$ cat src/rtl/mem_arbiter_pkg.sv
// Shared constants and helpers for the two-port data-memory arbiter.
package mem_arbiter_pkg;

  localparam int PORT_CORE   = 0;
  localparam int PORT_DBG    = 1;
  localparam int BURST_CNT_W = 4;

  typedef enum logic [1:0] {
    SEL_NONE = 2'b00,
    SEL_CORE = 2'b01,
    SEL_DBG  = 2'b10
  } arb_sel_e;

  // One-hot port whose read is being granted; writes never return data.
  function automatic logic [1:0] rd_pend_next(input logic [1:0] gnt, input logic [1:0] we);
    return gnt & ~we;
  endfunction

endpackage

$ cat src/rtl/mem_arbiter_if.sv
// Per-requester handshake bundle: request/command in, grant and read return out.
interface mem_arbiter_if #(parameter int WIDTH = 32) ();

  logic             req;
  logic             we;
  logic [WIDTH-1:0] addr;
  logic [WIDTH-1:0] wdata;
  logic             gnt;
  logic             rvalid;
  logic [WIDTH-1:0] rdata;

  modport master (output req, we, addr, wdata, input gnt, rvalid, rdata);
  modport slave  (input req, we, addr, wdata, output gnt, rvalid, rdata);

endinterface

$ cat src/rtl/arb2_burst.sv
// Two-way priority arbiter: port 0 preferred, port 1 forced in after MAX_BURST waits.
module arb2_burst
  import mem_arbiter_pkg::*;
#(
  parameter int MAX_BURST = 4
) (
  input  logic       clk,
  input  logic       rst_n,
  input  logic [1:0] req_i,
  output logic [1:0] gnt_o
);

  localparam logic [BURST_CNT_W-1:0] MAX_CNT = BURST_CNT_W'(MAX_BURST);

  logic [BURST_CNT_W-1:0] burst_cnt_q;
  logic [BURST_CNT_W-1:0] burst_cnt_d;
  arb_sel_e               sel_s;

  // Grant selection; held off entirely while reset is asserted.
  always_comb begin
    sel_s = SEL_NONE;
    if (!rst_n) begin
      sel_s = SEL_NONE;
    end else begin
      case (req_i)
        2'b01:   sel_s = SEL_CORE;
        2'b10:   sel_s = SEL_DBG;
        2'b11:   sel_s = (burst_cnt_q == MAX_CNT) ? SEL_DBG : SEL_CORE;
        default: sel_s = SEL_NONE;
      endcase
    end
  end

  assign gnt_o[PORT_CORE] = (sel_s == SEL_CORE);
  assign gnt_o[PORT_DBG]  = (sel_s == SEL_DBG);

  // Counts core grants taken while the debug port waits; saturates at MAX_CNT.
  always_comb begin
    burst_cnt_d = burst_cnt_q;
    if (!req_i[PORT_DBG] || (sel_s == SEL_DBG)) begin
      burst_cnt_d = {BURST_CNT_W{1'b0}};
    end else if ((sel_s == SEL_CORE) && (burst_cnt_q != MAX_CNT)) begin
      burst_cnt_d = burst_cnt_q + {{(BURST_CNT_W-1){1'b0}}, 1'b1};
    end else begin
      burst_cnt_d = burst_cnt_q;
    end
  end

  // Burst counter register.
  always_ff @(posedge clk or negedge rst_n) begin
    if (!rst_n) begin
      burst_cnt_q <= {BURST_CNT_W{1'b0}};
    end else begin
      burst_cnt_q <= burst_cnt_d;
    end
  end

endmodule

$ cat src/rtl/mem_arbiter.sv
// Shares the single-port data memory between the core (port 0) and loader/debug (port 1).
module mem_arbiter
  import mem_arbiter_pkg::*;
#(
  parameter int WIDTH     = 32,
  parameter int MAX_BURST = 4
) (
  input  logic             clk,
  input  logic             rst_n,
  mem_arbiter_if.slave     p0,
  mem_arbiter_if.slave     p1,
  output logic [WIDTH-1:0] mem_address_o,
  output logic [WIDTH-1:0] mem_wdata_o,
  output logic             mem_read_o,
  output logic             mem_write_o,
  input  logic [WIDTH-1:0] mem_rdata_i
);

  logic [1:0] req_s;
  logic [1:0] we_s;
  logic [1:0] gnt_s;
  logic [1:0] rd_pend_q;
  logic [1:0] rd_pend_d;

  assign req_s = {p1.req, p0.req};
  assign we_s  = {p1.we,  p0.we};

  arb2_burst #(.MAX_BURST(MAX_BURST)) u_arb (
    .clk   (clk),
    .rst_n (rst_n),
    .req_i (req_s),
    .gnt_o (gnt_s)
  );

  // Route the granted port onto the memory bus; the bus idles at zero.
  always_comb begin
    mem_address_o = {WIDTH{1'b0}};
    mem_wdata_o   = {WIDTH{1'b0}};
    mem_read_o    = 1'b0;
    mem_write_o   = 1'b0;
    case (gnt_s)
      2'b01: begin
        mem_address_o = p0.addr;
        mem_wdata_o   = p0.wdata;
        mem_read_o    = ~p0.we;
        mem_write_o   = p0.we;
      end
      2'b10: begin
        mem_address_o = p1.addr;
        mem_wdata_o   = p1.wdata;
        mem_read_o    = ~p1.we;
        mem_write_o   = p1.we;
      end
      default: begin
        mem_address_o = {WIDTH{1'b0}};
        mem_wdata_o   = {WIDTH{1'b0}};
        mem_read_o    = 1'b0;
        mem_write_o   = 1'b0;
      end
    endcase
  end

  assign rd_pend_d = rd_pend_next(gnt_s, we_s);

  // Remembers which port owns the read data MEM returns next cycle.
  always_ff @(posedge clk or negedge rst_n) begin
    if (!rst_n) begin
      rd_pend_q <= 2'b00;
    end else begin
      rd_pend_q <= rd_pend_d;
    end
  end

  assign p0.gnt    = gnt_s[PORT_CORE];
  assign p1.gnt    = gnt_s[PORT_DBG];
  assign p0.rvalid = rd_pend_q[PORT_CORE];
  assign p1.rvalid = rd_pend_q[PORT_DBG];
  assign p0.rdata  = rd_pend_q[PORT_CORE] ? mem_rdata_i : {WIDTH{1'b0}};
  assign p1.rdata  = rd_pend_q[PORT_DBG]  ? mem_rdata_i : {WIDTH{1'b0}};

endmodule

$ cat src/flat_wrapper.sv
// flat-port wrapper written by rule: the top's interface ports become plain ports
module mem_arbiter_flat import mem_arbiter_pkg::*;
#(
  parameter int WIDTH     = 32,
  parameter int MAX_BURST = 4
)
  (clk, rst_n, mem_address_o, mem_wdata_o, mem_read_o, mem_write_o, mem_rdata_i, p0_req, p0_we, p0_addr, p0_wdata, p0_gnt, p0_rvalid, p0_rdata, p1_req, p1_we, p1_addr, p1_wdata, p1_gnt, p1_rvalid, p1_rdata);
  mem_arbiter_if #(.WIDTH(WIDTH)) p0_i ();
  mem_arbiter_if #(.WIDTH(WIDTH)) p1_i ();
  input  logic clk;
  input  logic rst_n;
  output logic [WIDTH-1:0] mem_address_o;
  output logic [WIDTH-1:0] mem_wdata_o;
  output logic mem_read_o;
  output logic mem_write_o;
  input  logic [WIDTH-1:0] mem_rdata_i;
  input wire logic [$bits(p0_i.req)-1:0] p0_req;
  input wire logic [$bits(p0_i.we)-1:0] p0_we;
  input wire logic [$bits(p0_i.addr)-1:0] p0_addr;
  input wire logic [$bits(p0_i.wdata)-1:0] p0_wdata;
  output wire logic [$bits(p0_i.gnt)-1:0] p0_gnt;
  output wire logic [$bits(p0_i.rvalid)-1:0] p0_rvalid;
  output wire logic [$bits(p0_i.rdata)-1:0] p0_rdata;
  input wire logic [$bits(p1_i.req)-1:0] p1_req;
  input wire logic [$bits(p1_i.we)-1:0] p1_we;
  input wire logic [$bits(p1_i.addr)-1:0] p1_addr;
  input wire logic [$bits(p1_i.wdata)-1:0] p1_wdata;
  output wire logic [$bits(p1_i.gnt)-1:0] p1_gnt;
  output wire logic [$bits(p1_i.rvalid)-1:0] p1_rvalid;
  output wire logic [$bits(p1_i.rdata)-1:0] p1_rdata;
  assign p0_i.req = p0_req;
  assign p0_i.we = p0_we;
  assign p0_i.addr = p0_addr;
  assign p0_i.wdata = p0_wdata;
  assign p0_gnt = p0_i.gnt;
  assign p0_rvalid = p0_i.rvalid;
  assign p0_rdata = p0_i.rdata;
  assign p1_i.req = p1_req;
  assign p1_i.we = p1_we;
  assign p1_i.addr = p1_addr;
  assign p1_i.wdata = p1_wdata;
  assign p1_gnt = p1_i.gnt;
  assign p1_rvalid = p1_i.rvalid;
  assign p1_rdata = p1_i.rdata;
  mem_arbiter #(.WIDTH(WIDTH), .MAX_BURST(MAX_BURST)) u_core (.clk(clk), .rst_n(rst_n), .p0(p0_i), .p1(p1_i), .mem_address_o(mem_address_o), .mem_wdata_o(mem_wdata_o), .mem_read_o(mem_read_o), .mem_write_o(mem_write_o), .mem_rdata_i(mem_rdata_i));
endmodule
$ cat config.mk
export PLATFORM = sky130hd
export DESIGN_NAME = mem_arbiter_flat
export DESIGN_NICKNAME = d
export VERILOG_FILES = /design/src/rtl/mem_arbiter_pkg.sv /design/src/rtl/mem_arbiter_if.sv /design/src/rtl/arb2_burst.sv /design/src/rtl/mem_arbiter.sv /design/src/flat_wrapper.sv
export SDC_FILE = /design/constraint.sdc
export NUM_CORES = 1
export LEC_CHECK = 0
export ABC_CLOCK_PERIOD_IN_PS = 2400
export BUFFER_PORTS_ARGS = -buffer_cell sky130_fd_sc_hd__buf_2
export CAP_MARGIN = 40
export CORE_AREA = 2 2 117 119
export CTS_BUF_LIST = sky130_fd_sc_hd__clkbuf_8
export CTS_CLUSTER_DIAMETER = 30
export DETAILED_ROUTE_END_ITERATION = 10
export DIE_AREA = 0 0 119 121
export PLACE_DENSITY_LB_ADDON = 0.1
export SYNTH_ARGS = -nofsm -noshare
export SYNTH_HDL_FRONTEND = slang
export SYNTH_SLANG_ARGS = --single-unit
$ cat constraint.sdc
create_clock -name clk -period 2.4 [get_ports clk]
set_input_delay 0.24 -clock clk [delete_from_list [all_inputs] [get_ports clk]]
set_output_delay 0.24 -clock clk [all_outputs]
set_load 0.03 [all_outputs]
==> out/qor.yml, run 1 <==
routing:
  first_iter_violations: 60
  drc: 0
  first_pass_iters: 4
  postRouteWirelength_microns: 10600
  vias_per_cell: 4.24
  wl_per_cell_microns: 14.2
  drtAntennaViolNets: 0
  vias: 3145
floorplanning:
  rows: 42
  die_w_microns: 119
  initial_core_util_pct: 12.5
  core-area_sq_um: 13100
  die-height_microns: 121
  ios: 300
  die-area_sq_um: 14400
global_route:
  overflow: 0
  grt_pass1_vias: 2799
  grt_max_degree: 39
  antenna_found_initial: 0
  globalRouteTotalUtil_pct: 11.9
  grt_pass1_wl_microns: 14000
timing:
  setup_slack_ns: 0.00927
  setup_viol: 0
  layout_min_cycle_time_ns: 2.39
  fin_crit_sh_pct: 99.6
  hold_viol: 0
  fin_skew_ns: 0.00668
  rsz0062_at_grt: "true"
  drv_slew: 0
  tightestPinTransition_ns: 0.753
  whs_ns: 0.203
  slew_headroom_pct: 49.8
  fmax_mhz: 418
critical_path:
  crit_family: "buffers and inverters"
  reg2reg_slack_ns: 0.23
  cpMaxStageDelayCell: "dfrtp_1"
  path_common_cell: "ha_4"
  start_kind: "flip-flop"
  required_ns: 2.16
  worstPathCellList: "inv_2, ha_4, and3b_2, nand2_2, nand3_4, ha_4, buf_12, clkbuf_16, a22oi_2, nor2_2, buf_6"
  worstSetupEndpointType: "output pin"
  crit_fanout: 5
  crit_type: "flip-flop to output pin"
  cp_num_buf_inv: 4
  arrival_ns: 2.15
  slowest_delay_ns: 0.36
placed_design:
  place_congestion: 0.752
  dp_cells: 719
  portBuffers: 299
  dp.final_hpwl_microns: 7720
  post-place-ws_ns: 0.0833
synthesis:
  synth_nets: 435
  ys_ff_latch: 6
  synth_top_family_by_area: "simple AND/OR/NAND/NOR gates"
  async_flop_share_pct: 100
  synth_mux_area_share_pct: 0
  synth_area_per_cell_sq_um: 6.19
  yosysSeqAreaShare_pct: 9.19
  synth_edf_count: 0
  synthAdderAreaFrac_pct: 3.83
  synth_cells: 264
  synth_compound_area_share_pct: 32.8
  netlist_area_sq_um: 1630
  ys.warnings.count: 0
  synth_top_flop_cell: "dfrtp_1"
  synth_cell_types: 23
  yosys.area_share.simple_pct: 46.0
  synth-xor-area-share_pct: 0
clock_network:
  cts_sinks: 6
  cts_tree: "done"
  cts_max_path_buffers: 2
  clk_pin_slew_ns: 0.04
  insertion_delay_ns: 0.23
  cts_max_level: 1
  cts-root-buf: "clkbuf_8"
  numCtsBuffers: 3
finish:
  final_cell_mix: "260 x buf_2, 65 x and2_1, 61 x nor2_2, 40 x a22oi_2, 28 x buf_4"
  fill_cells: 1421
  area_growth_pct: 162
  mostFrequentLayoutCell: "buf_2"
  final_net_count: 739
  diodes: 0
  stdcell_count: 742
  layout-drive-gt1-share_pct: 77.7
  utilization_pct: 32.8
hold_path:
  hold_class: "input pin to flip-flop"
job:
  maxCapViolCount: 0
outcome:
  status: "finished clean"
power_and_ir_drop:
  power_density_nw_per_um2: 219
  p_leak_nw: 2.19
  vdd_ir_drop_max_uv: 99.9
  p_total_w: 0.000940
## state kept, by name, indices dropped and copies added, names as in the netlist
register                  flops
u_core.rd_pend_q              2
u_core.u_arb.burst_cnt_q      4
## per-layer routing
layer | wire [microns] | global-route usage, % | vias up
li1 | - | - | 1524
met1 | 3570 | 11.7 | 1435
met2 | 6130 | 25.2 | 182
met3 | 805 | 2.87 | 4
met4 | 53 | 1.93 | 0
met5 | 0 | 0 | -
## area by class of cell
type                       count  area [sq um]  share of cell area (%)
inverter                       4          15.0                   0.350
timing repair buffer         327          2090                    48.8
sequential                     6           150                    3.50
tap                          176           220                    5.13
clock buffer                   3          41.3                   0.963
multi-input combinational    226          1770                    41.3
## cell families (layout without fill, tap and decap cells)
family          after synthesis  after routing
compound gates               73             73
flops                         6              6
fa+ha+maj                     5              5
simple gates                148            148
buf+inv                      32            334
## power breakdown
part	internal (W)	switching, W
sequential	0.000104	0.00000785
clock	0.000109	0.0000520
combinational	0.000301	0.000367
total	0.000514	0.000426
## metrics by stage
step	TNS, ns	cell area [sq um]
finish	0	4290
global route	-1.92	4290
CTS	-0.0439	3790
detailed placement	0	3530
global placement	0	3530
floorplan	0	1800
## final timing paths
| path | start | to | cells past startpoint |
|---|---|---|---|
| setup / recovery | u_core.u_arb.burst_cnt_q[0] | mem_wdata_o[20] | 11 |
| hold / removal | p0_we | u_core.rd_pend_q[0] | 2 |
| setup reg to reg | u_core.u_arb.burst_cnt_q[0] | u_core.u_arb.burst_cnt_q[3] | 10 |
| hold reg to reg | u_core.u_arb.burst_cnt_q[2] | u_core.u_arb.burst_cnt_q[2] | 1 |
| max in group asynchronous | rst_n | u_core.u_arb.burst_cnt_q[3] | 2 |
| min in group asynchronous | rst_n | u_core.u_arb.burst_cnt_q[1] | 2 |
## synthesized netlist by cell type, types with 2 or more instances
| cell type | n | share of area [%] |
|---|---|---|
| a21boi_0 | 2 | 0.92 |
| a22oi_1 | 65 | 30 |
| and2_1 | 65 | 25 |
| and3_1 | 2 | 0.77 |
| buf_1 | 2 | 0.46 |
| buf_2 | 10 | 3.1 |
| clkbuf_1 | 16 | 3.7 |
| dfrtp_1 | 6 | 9.2 |
| ha_1 | 5 | 3.8 |
| inv_1 | 4 | 0.92 |
| nand2_1 | 3 | 0.69 |
| nand3_1 | 4 | 1.2 |
| nor2_1 | 66 | 15 |
| nor2b_1 | 3 | 1.1 |
| o21ai_0 | 3 | 0.92 |
## what timing repair did
item / CTS / global route
hold buffers: 1 / 0
endpoints found under the setup margin: 66 / 66
pin swaps: 5 / 10
gates resized for setup: 33 / 99
gates cloned: 1 / 7
hold endpoints to repair: 6 / 0
buffers inserted: 7 / 4
No activity file was read; power rests on OpenSTA's default activity.
==> inputs of run 2 (changes only) <==
- CORE_AREA: 2 2 117 119 -> 2 2 115 117
- DIE_AREA: 0 0 119 121 -> 0 0 117 119
- REMOVE_ABC_BUFFERS: unset -> 1
- SYNTH_HIERARCHICAL: unset -> 1
==> run 2 against run 1 <==
Die area down 3.3%. First-iteration DRC count up 47%. Global-route usage up 1.2 points. Clock skew down 0.0064 ns. Count of clock-buffer cells in the layout unchanged. Synthesized cell count down 1.1%. Final cell count down 1.2%. Non-clock buffer count down 6. Sequential share of layout area up 0.31 points. Register-to-register slack better by 0.91 ns. Setup slack better by 0.039 ns. Largest cell class unchanged. Largest power group unchanged.
==> out/qor.yml, run 2 <==
outcome:
  status: "finished clean"
placed_design:
  place_congestion: 0.796  # +6.0%
  placed_area_sq_um: 3360  # -5.0%
  dp.final_hpwl_microns: 8080  # +4.7%
  portBuffers: 299  # unchanged
floorplanning:
  initial_core_util_pct: 13.1  # +0.58 points
  die-area_sq_um: 13900  # -3.3%
  core-area_sq_um: 12900  # -1.6%
  ios: 300  # unchanged
  rows: 42  # unchanged
  die_w_microns: 117  # -1.7%
  die-height_microns: 119  # -1.7%
critical_path:
  required_ns: 2.16  # about the same
  crit_family: "buffers and inverters"
  crit_type: "flip-flop to output pin"
  r2r_cells: 5  # -5
  startpoint: "u_core/u_arb/burst_cnt_q[1]"
  crit_fanout: 8  # +3
  start_kind: "flip-flop"
  path_common_cell: "ha_4"
  arrival_ns: 2.11  # -0.04 ns
  cp_num_buf_inv: 5  # +1
  slowest_delay_ns: 0.36  # about the same
  worstPathCellList: "inv_2, ha_4, nand3b_4, nand2_2, and3_4, buf_6, ha_4, buf_12, clkbuf_16, a22oi_1, nor2_1, buf_4"
  r2r_start: "u_core/u_arb/burst_cnt_q[0]"
  worstSetupEndpointType: "output pin"
  crit_cells: 12  # +1
  cpMaxStageDelayCell: "dfrtp_1"
synthesis:
  synth_area_per_cell_sq_um: 6.45  # +4.2%
  yosys.area_share.simple_pct: 43.9  # -2.2 points
  synth_cell_types: 26  # +13%
  ys.warnings.count: 6  # +6
  synth_cells: 261  # -1.1%
  synth-xor-area-share_pct: 0  # unchanged
  synth_commonest_cells: "67 x nor2_1, 65 x a22oi_1, 64 x and2_1, 9 x buf_2, 8 x clkbuf_1"
  synth_compound_area_share_pct: 32.9  # about the same
  netlist_area_sq_um: 1680  # +3.0%
  synth_mux_area_share_pct: 0  # unchanged
  yosys.area.top_type_share_pct: 29.0  # -0.87 points
  synth_edf_count: 0  # unchanged
  synthTopCellsByArea: "a22oi_1 29%, and2_1 24%, nor2_1 15%, dfrtp_1 8.9%, buf_4 3.1%"
  ys_ff_latch: 6  # unchanged
  synth_top_flop_cell: "dfrtp_1"
  async_flop_share_pct: 100  # unchanged
  synth_top_area_cell: "a22oi_1"
  yosysMostFrequentCell: "nor2_1"
  synthAdderAreaFrac_pct: 2.97  # -0.85 points
  yosysSeqAreaShare_pct: 8.92  # -0.27 points
  synth_top_family_by_area: "simple AND/OR/NAND/NOR gates"
clock_network:
  insertion_delay_ns: 0.22  # about the same
  cts_tree: "done"
  numCtsBuffers: 3  # unchanged
  cts_max_level: 1  # unchanged
  clk_pin_slew_ns: 0.04  # about the same
  cts_max_path_buffers: 2  # unchanged
  cts-root-buf: "clkbuf_8"
  cts_sinks: 6  # unchanged
global_route:
  antenna_found_initial: 0  # unchanged
  globalRouteTotalUtil_pct: 13.1  # +1.2 points
  overflow: 0  # unchanged
  grt_pass1_wl_microns: 14500  # +4.0%
  grt_max_degree: 49  # +26%
  grt_pass1_vias: 2918  # +4.3%
timing:
  setup_viol: 0  # unchanged
  hold_viol: 0  # unchanged
  tightestPinTransition_ns: 0.796  # +0.0427 ns
  drv_slew: 0  # unchanged
  fin_skew_ns: 0.000233  # -0.00645 ns
  layout_min_cycle_time_ns: 2.35  # -0.0393 ns
  fmax_mhz: 425  # +1.7%
  slew_headroom_pct: 46.9  # -2.8 points
  rsz0062_at_grt: "true"
  fin_crit_sh_pct: 98.0  # -1.6 points
routing:
  vias: 3138  # -0.22%
  vias_per_cell: 4.28  # +1.0%
  first_iter_violations: 88  # +47%
  wl_per_cell_microns: 15.1  # +6.2%
  first_pass_iters: 4  # unchanged
  postRouteWirelength_microns: 11100  # +4.9%
  drtAntennaViolNets: 0  # unchanged
  drc: 0  # unchanged
finish:
  final_area_sq_um: 3950  # -8.0%
  layout-drive-gt1-share_pct: 63.9  # -14 points
  reg.largest.list: "u_core/u_arb/burst_cnt_q x4, u_core/rd_pend_q x2"
  multiInputGateArea_sq_um: 1500  # -15%
  largest_register_ffs: 4  # unchanged
  mostFrequentLayoutCell: "buf_2"
  regMostFlops: "u_core/u_arb/burst_cnt_q"
  diodes: 0  # unchanged
  fill_cells: 1412  # -0.63%
  regArea_sq_um: 150  # unchanged
  final_cell_mix: "240 x buf_2, 65 x nor2_1, 64 x buf_4, 64 x and2_1, 47 x a22oi_1"
  area_growth_pct: 134
  final_net_count: 729  # -1.4%
hold_path:
  holdCritStartpoint: "p1_we"
  hold_class: "input pin to flip-flop"
  holdPathStages: 2  # unchanged
power_and_ir_drop:
  p_total_w: 0.000864  # -8.1%
  vdd_ir_drop_max_uv: 125  # +25%
  power_density_nw_per_um2: 219  # about the same
  p_leak_nw: 2.12  # -3.2%
job:
  maxCapViolCount: 0  # unchanged
## run 2: metrics by stage
stage	hold slack (ns)	setup TNS [ns]	utilization, %	std cells	setup WS (ns)
2_1_floorplan	-0.0556	-62.97	-	233	-0.965
3_5_place_dp	0.132	-0.0465	26.1	718	-0.0465
4_1_cts	0.201	-0.564	27.8	726	-0.0486
5_1_grt	0.211	-1.11	30.6	733	-0.0600
6_report	0.206	0	30.6	733	0.0486
3_3_place_gp	0.131	-0.0458	26.1	718	-0.0266
## run 2: worst reg2reg max path, cell delays in order, from the launching register on
cell and delay, ns:
dfrtp_1 0.38, buf_4 0.15, ha_1 0.20, and3b_1 0.17, o21ai_0 0.17, a21oi_1 0.07
## run 2: worst paths after layout
path / endpoint / slack (ns)
hold reg to reg: u_core/u_arb/burst_cnt_q[3] / 0.53
setup / recovery: mem_wdata_o[7] / 0.05
hold / removal: u_core/rd_pend_q[1] / 0.21
min in group asynchronous: u_core/u_arb/burst_cnt_q[3] / 0.59
max in group asynchronous: u_core/rd_pend_q[1] / 1.58
setup reg to reg: u_core/u_arb/burst_cnt_q[2] / 1.14
## run 2: where the power goes
part / internal (W) / switching, W / total (W)
Sequential: 0.000104 / 0.00000838 / 0.000112
Combinational: 0.000269 / 0.000331 / 0.000601
Clock: 0.000108 / 0.0000432 / 0.000151
Total: 0.000481 / 0.000383 / 0.000864
## run 2: repair_timing
action | 4_1_cts | 5_1_grt
hold endpoints to repair | 6 | 0
resized for setup | 31 | 109
hold buffers | 1 | 0
endpoints found under the setup margin | 66 | 66
buffers inserted | 2 | 2
pin swaps | 3 | 14
gates cloned | 2 | 5
## run 2: routing by layer
| layer | vias to the layer above | GRT usage, % | part of all wire (%) |
|---|---|---|---|
| li1 | 1506 | - | - |
| met1 | 1441 | 13.4 | 35 |
| met2 | 187 | 27.2 | 55 |
| met3 | 4 | 2.49 | 8.8 |
| met4 | 0 | 1.76 | 0.48 |
| met5 | - | 0 | 0 |
## run 2: kinds of logic (layout without fill, tap and decap cells)
kind of cell | Yosys count | in the layout
AO/OA/AOI/OAI | 74 | 74
adder cells (fa/ha/maj) | 4 | 4
buffers and inverters | 33 | 329
flip-flops | 6 | 6
AND/OR/NAND/NOR | 144 | 144
## run 2: area by class of cell
type / count / area share, %
multi-input cells: 222 / 38.1
well taps: 176 / 5.58
flip-flops and latches: 6 / 3.81
inverters: 5 / 0.539
repair buffers: 321 / 51.0
clock buffers: 3 / 1.05
==> inputs of run 3 (changes only) <==
- CORE_AREA: 2 2 115 117 -> 2 2 117 119
- DIE_AREA: 0 0 117 119 -> 0 0 119 121
- MAX_ROUTING_LAYER: unset -> met4
- SYNTH_HIERARCHICAL: 1 -> unset
==> run 3 against run 2 <==
Count of clock-buffer cells in the layout is the same. Highest routed layer unchanged. Setup slack gained 0.012 ns. Flip-flop and latch count is the same. Combinational power grew 2%. Critical endpoint is now mem_wdata_o[28]. Hold slack lost 0.0051 ns. Register-to-register slack lost 0.89 ns. Power grew 1.3%. Non-clock buffer count grew 1.
==> out/qor.yml, run 3 (synthesized netlist as in run 1, its figures left out) <==
placed_design:
  dp_cells: 718  # unchanged
  portBuffers: 299  # unchanged
  dp.final_hpwl_microns: 8640  # +6.8%
  placed_area_sq_um: 3330  # -0.86%
  place_congestion: 0.843  # +5.8%
global_route:
  antenna_found_initial: 2  # +2
  grt_max_degree: 50  # +2.0%
  grt_pass1_vias: 2897  # -0.72%
  grt_pass1_wl_microns: 15800  # +8.5%
  overflow: 0  # unchanged
  use_met3_pct: 2.21  # -0.28 points
  grt-busiest-layer: "met2"
  grtUsageMet2_pct: 27.4  # +0.24 points
  grtUsageMet1_pct: 15.6  # +2.1 points
  globalRouteTotalUtil_pct: 14.3  # +1.1 points
timing:
  layout_min_cycle_time_ns: 2.34  # -0.0116 ns
  fin_skew_ns: 0.00324  # +0.00300 ns
  rsz0062_at_grt: "true"
  fmax_mhz: 427  # +0.50%
  setup_tns_ns: 0  # unchanged
  tightestPinTransition_ns: 0.776  # -0.0202 ns
  slew_headroom_pct: 48.3  # +1.3 points
  drv_slew: 0  # unchanged
  hold_viol: 0  # unchanged
  setup_viol: 0  # unchanged
  fin_crit_sh_pct: 97.5  # -0.48 points
critical_path:
  arrival_ns: 2.10  # about the same
  path_common_cell: "ha_4"
  start_kind: "flip-flop"
  cp_num_buf_inv: 3  # -2
  worstPathCellList: "inv_2, ha_4, and3b_2, nand2_2, and3_4, ha_4, buf_6, a22oi_1, nor2_1, clkbuf_4"
  slowest_delay_ns: 0.37  # about the same
  crit_family: "simple AND/OR/NAND/NOR gates"
  cpMaxStageDelayCell: "dfrtp_1"
  crit_type: "flip-flop to output pin"
  worstSetupEndpointType: "output pin"
  required_ns: 2.16  # about the same
  crit_fanout: 15  # +7
finish:
  largest_register_ffs: 4  # unchanged
  final_net_count: 734  # +0.69%
  layout-drive-gt1-share_pct: 64.3  # +0.44 points
  final_cell_mix: "234 x buf_2, 66 x nor2_1, 66 x buf_4, 65 x and2_1, 38 x a22oi_1"
  area_growth_pct: 143
  regMostFlops: "u_core.u_arb.burst_cnt_q"
  mostFrequentLayoutCell: "buf_2"
  final_area_sq_um: 3970  # +0.67%
  fill_cells: 1471  # +4.2%
  reg.largest.list: "u_core.u_arb.burst_cnt_q x4, u_core.rd_pend_q x2"
  stdcell_count: 739  # +0.82%
outcome:
  status: "finished clean"
floorplanning:
  die_w_microns: 119  # +1.7%
  die-height_microns: 121  # +1.7%
  die-area_sq_um: 14400  # +3.4%
  core-area_sq_um: 13100  # +1.6%
  rows: 42  # unchanged
  ios: 300  # unchanged
  initial_core_util_pct: 12.5  # -0.58 points
clock_network:
  numCtsBuffers: 3  # unchanged
  cts_sinks: 6  # unchanged
  clk_pin_slew_ns: 0.04  # about the same
  cts_tree: "done"
  cts_max_path_buffers: 2  # unchanged
  insertion_delay_ns: 0.22  # about the same
  cts_max_level: 1  # unchanged
  cts-root-buf: "clkbuf_8"
power_and_ir_drop:
  p_leak_nw: 2.14  # +0.69%
  vdd_ir_drop_max_uv: 105  # -16%
  power_density_nw_per_um2: 220  # +0.66%
routing:
  vias: 3190  # +1.7%
  drc: 0  # unchanged
  drtAntennaViolNets: 0  # unchanged
  first_iter_violations: 79  # -10%
  vias_per_cell: 4.32  # +0.83%
  wl_per_cell_microns: 16.0  # +6.2%
  postRouteWirelength_microns: 11900  # +7.1%
  first_pass_iters: 4  # unchanged
hold_path:
  hold_class: "input pin to flip-flop"
job:
  maxCapViolCount: 0  # unchanged
run 3: worst paths after layout:
check / from / end / depth (start not counted) / slack, ns
max reg2reg: u_core.u_arb.burst_cnt_q[1] / u_core.u_arb.burst_cnt_q[3] / 10 / 0.25
max: u_core.u_arb.burst_cnt_q[1] / mem_wdata_o[28] / 10 / 0.06
min in group asynchronous: rst_n / u_core.u_arb.burst_cnt_q[1] / 2 / 0.41
min: p0_we / u_core.rd_pend_q[0] / 2 / 0.20
max in group asynchronous: rst_n / u_core.u_arb.burst_cnt_q[3] / 2 / 1.84
min reg2reg: u_core.u_arb.burst_cnt_q[2] / u_core.u_arb.burst_cnt_q[2] / 1 / 0.54
run 3: layout make-up:
cell class,instances,area (sq um),share of cell area [%]
diodes,2,5.00,0.126
multi-input cells,226,1540,38.8
flip-flops and latches,6,150,3.78
clock buffers,3,41.3,1.04
repair buffers,322,2000,50.3
inverters,4,15.0,0.378
well taps,176,220,5.55
run 3: metrics by stage:
step	power [W]	utilization [%]	hold WS (ns)	setup WS, ns
2_1_floorplan	0.000362	-	-0.0556	-1.14
3_5_place_dp	0.000620	25.4	0.103	0.101
5_1_grt	0.000937	30.3	0.206	-0.0547
4_1_cts	0.000845	28.2	0.195	-0.0305
3_3_place_gp	0.000619	25.4	0.107	0.118
6_report	0.000876	30.3	0.201	0.0602
run 3: metal layers:
metal,part of all wire (%),wire (microns)
met1,38,4460
met2,54,6450
met3,7.2,850
met4,0.77,91
met5,0,0
run 3: power by group:
| part | switching [W] | total [W] | internal (W) | leakage [nW] |
|---|---|---|---|---|
| clock network | 0.0000436 | 0.000151 | 0.000108 | 0.0216 |
| logic | 0.000337 | 0.000612 | 0.000275 | 2.03 |
| registers | 0.00000796 | 0.000112 | 0.000104 | 0.0826 |
| total | 0.000389 | 0.000876 | 0.000487 | 2.14 |
run 3: worst register-to-register path, cell delays in order (launching register included):
cell and delay (ns):
dfrtp_1 0.37, inv_2 0.05, ha_4 0.15, and3b_2 0.20
nand2_2 0.08, and3_4 0.20, ha_4 0.23, buf_6 0.19
nand4_1 0.11, or3_1 0.32, a21boi_1 0.15
run 3: timing repair:
item / 4_1_cts / 5_1_grt
resized for setup: 61 / 56
endpoints found under the hold margin: 6 / 0
hold buffers: 1 / 0
cloned: 3 / 5
pin swaps: 2 / 9
buffers inserted: 6 / 3
setup endpoints to repair: 66 / 66
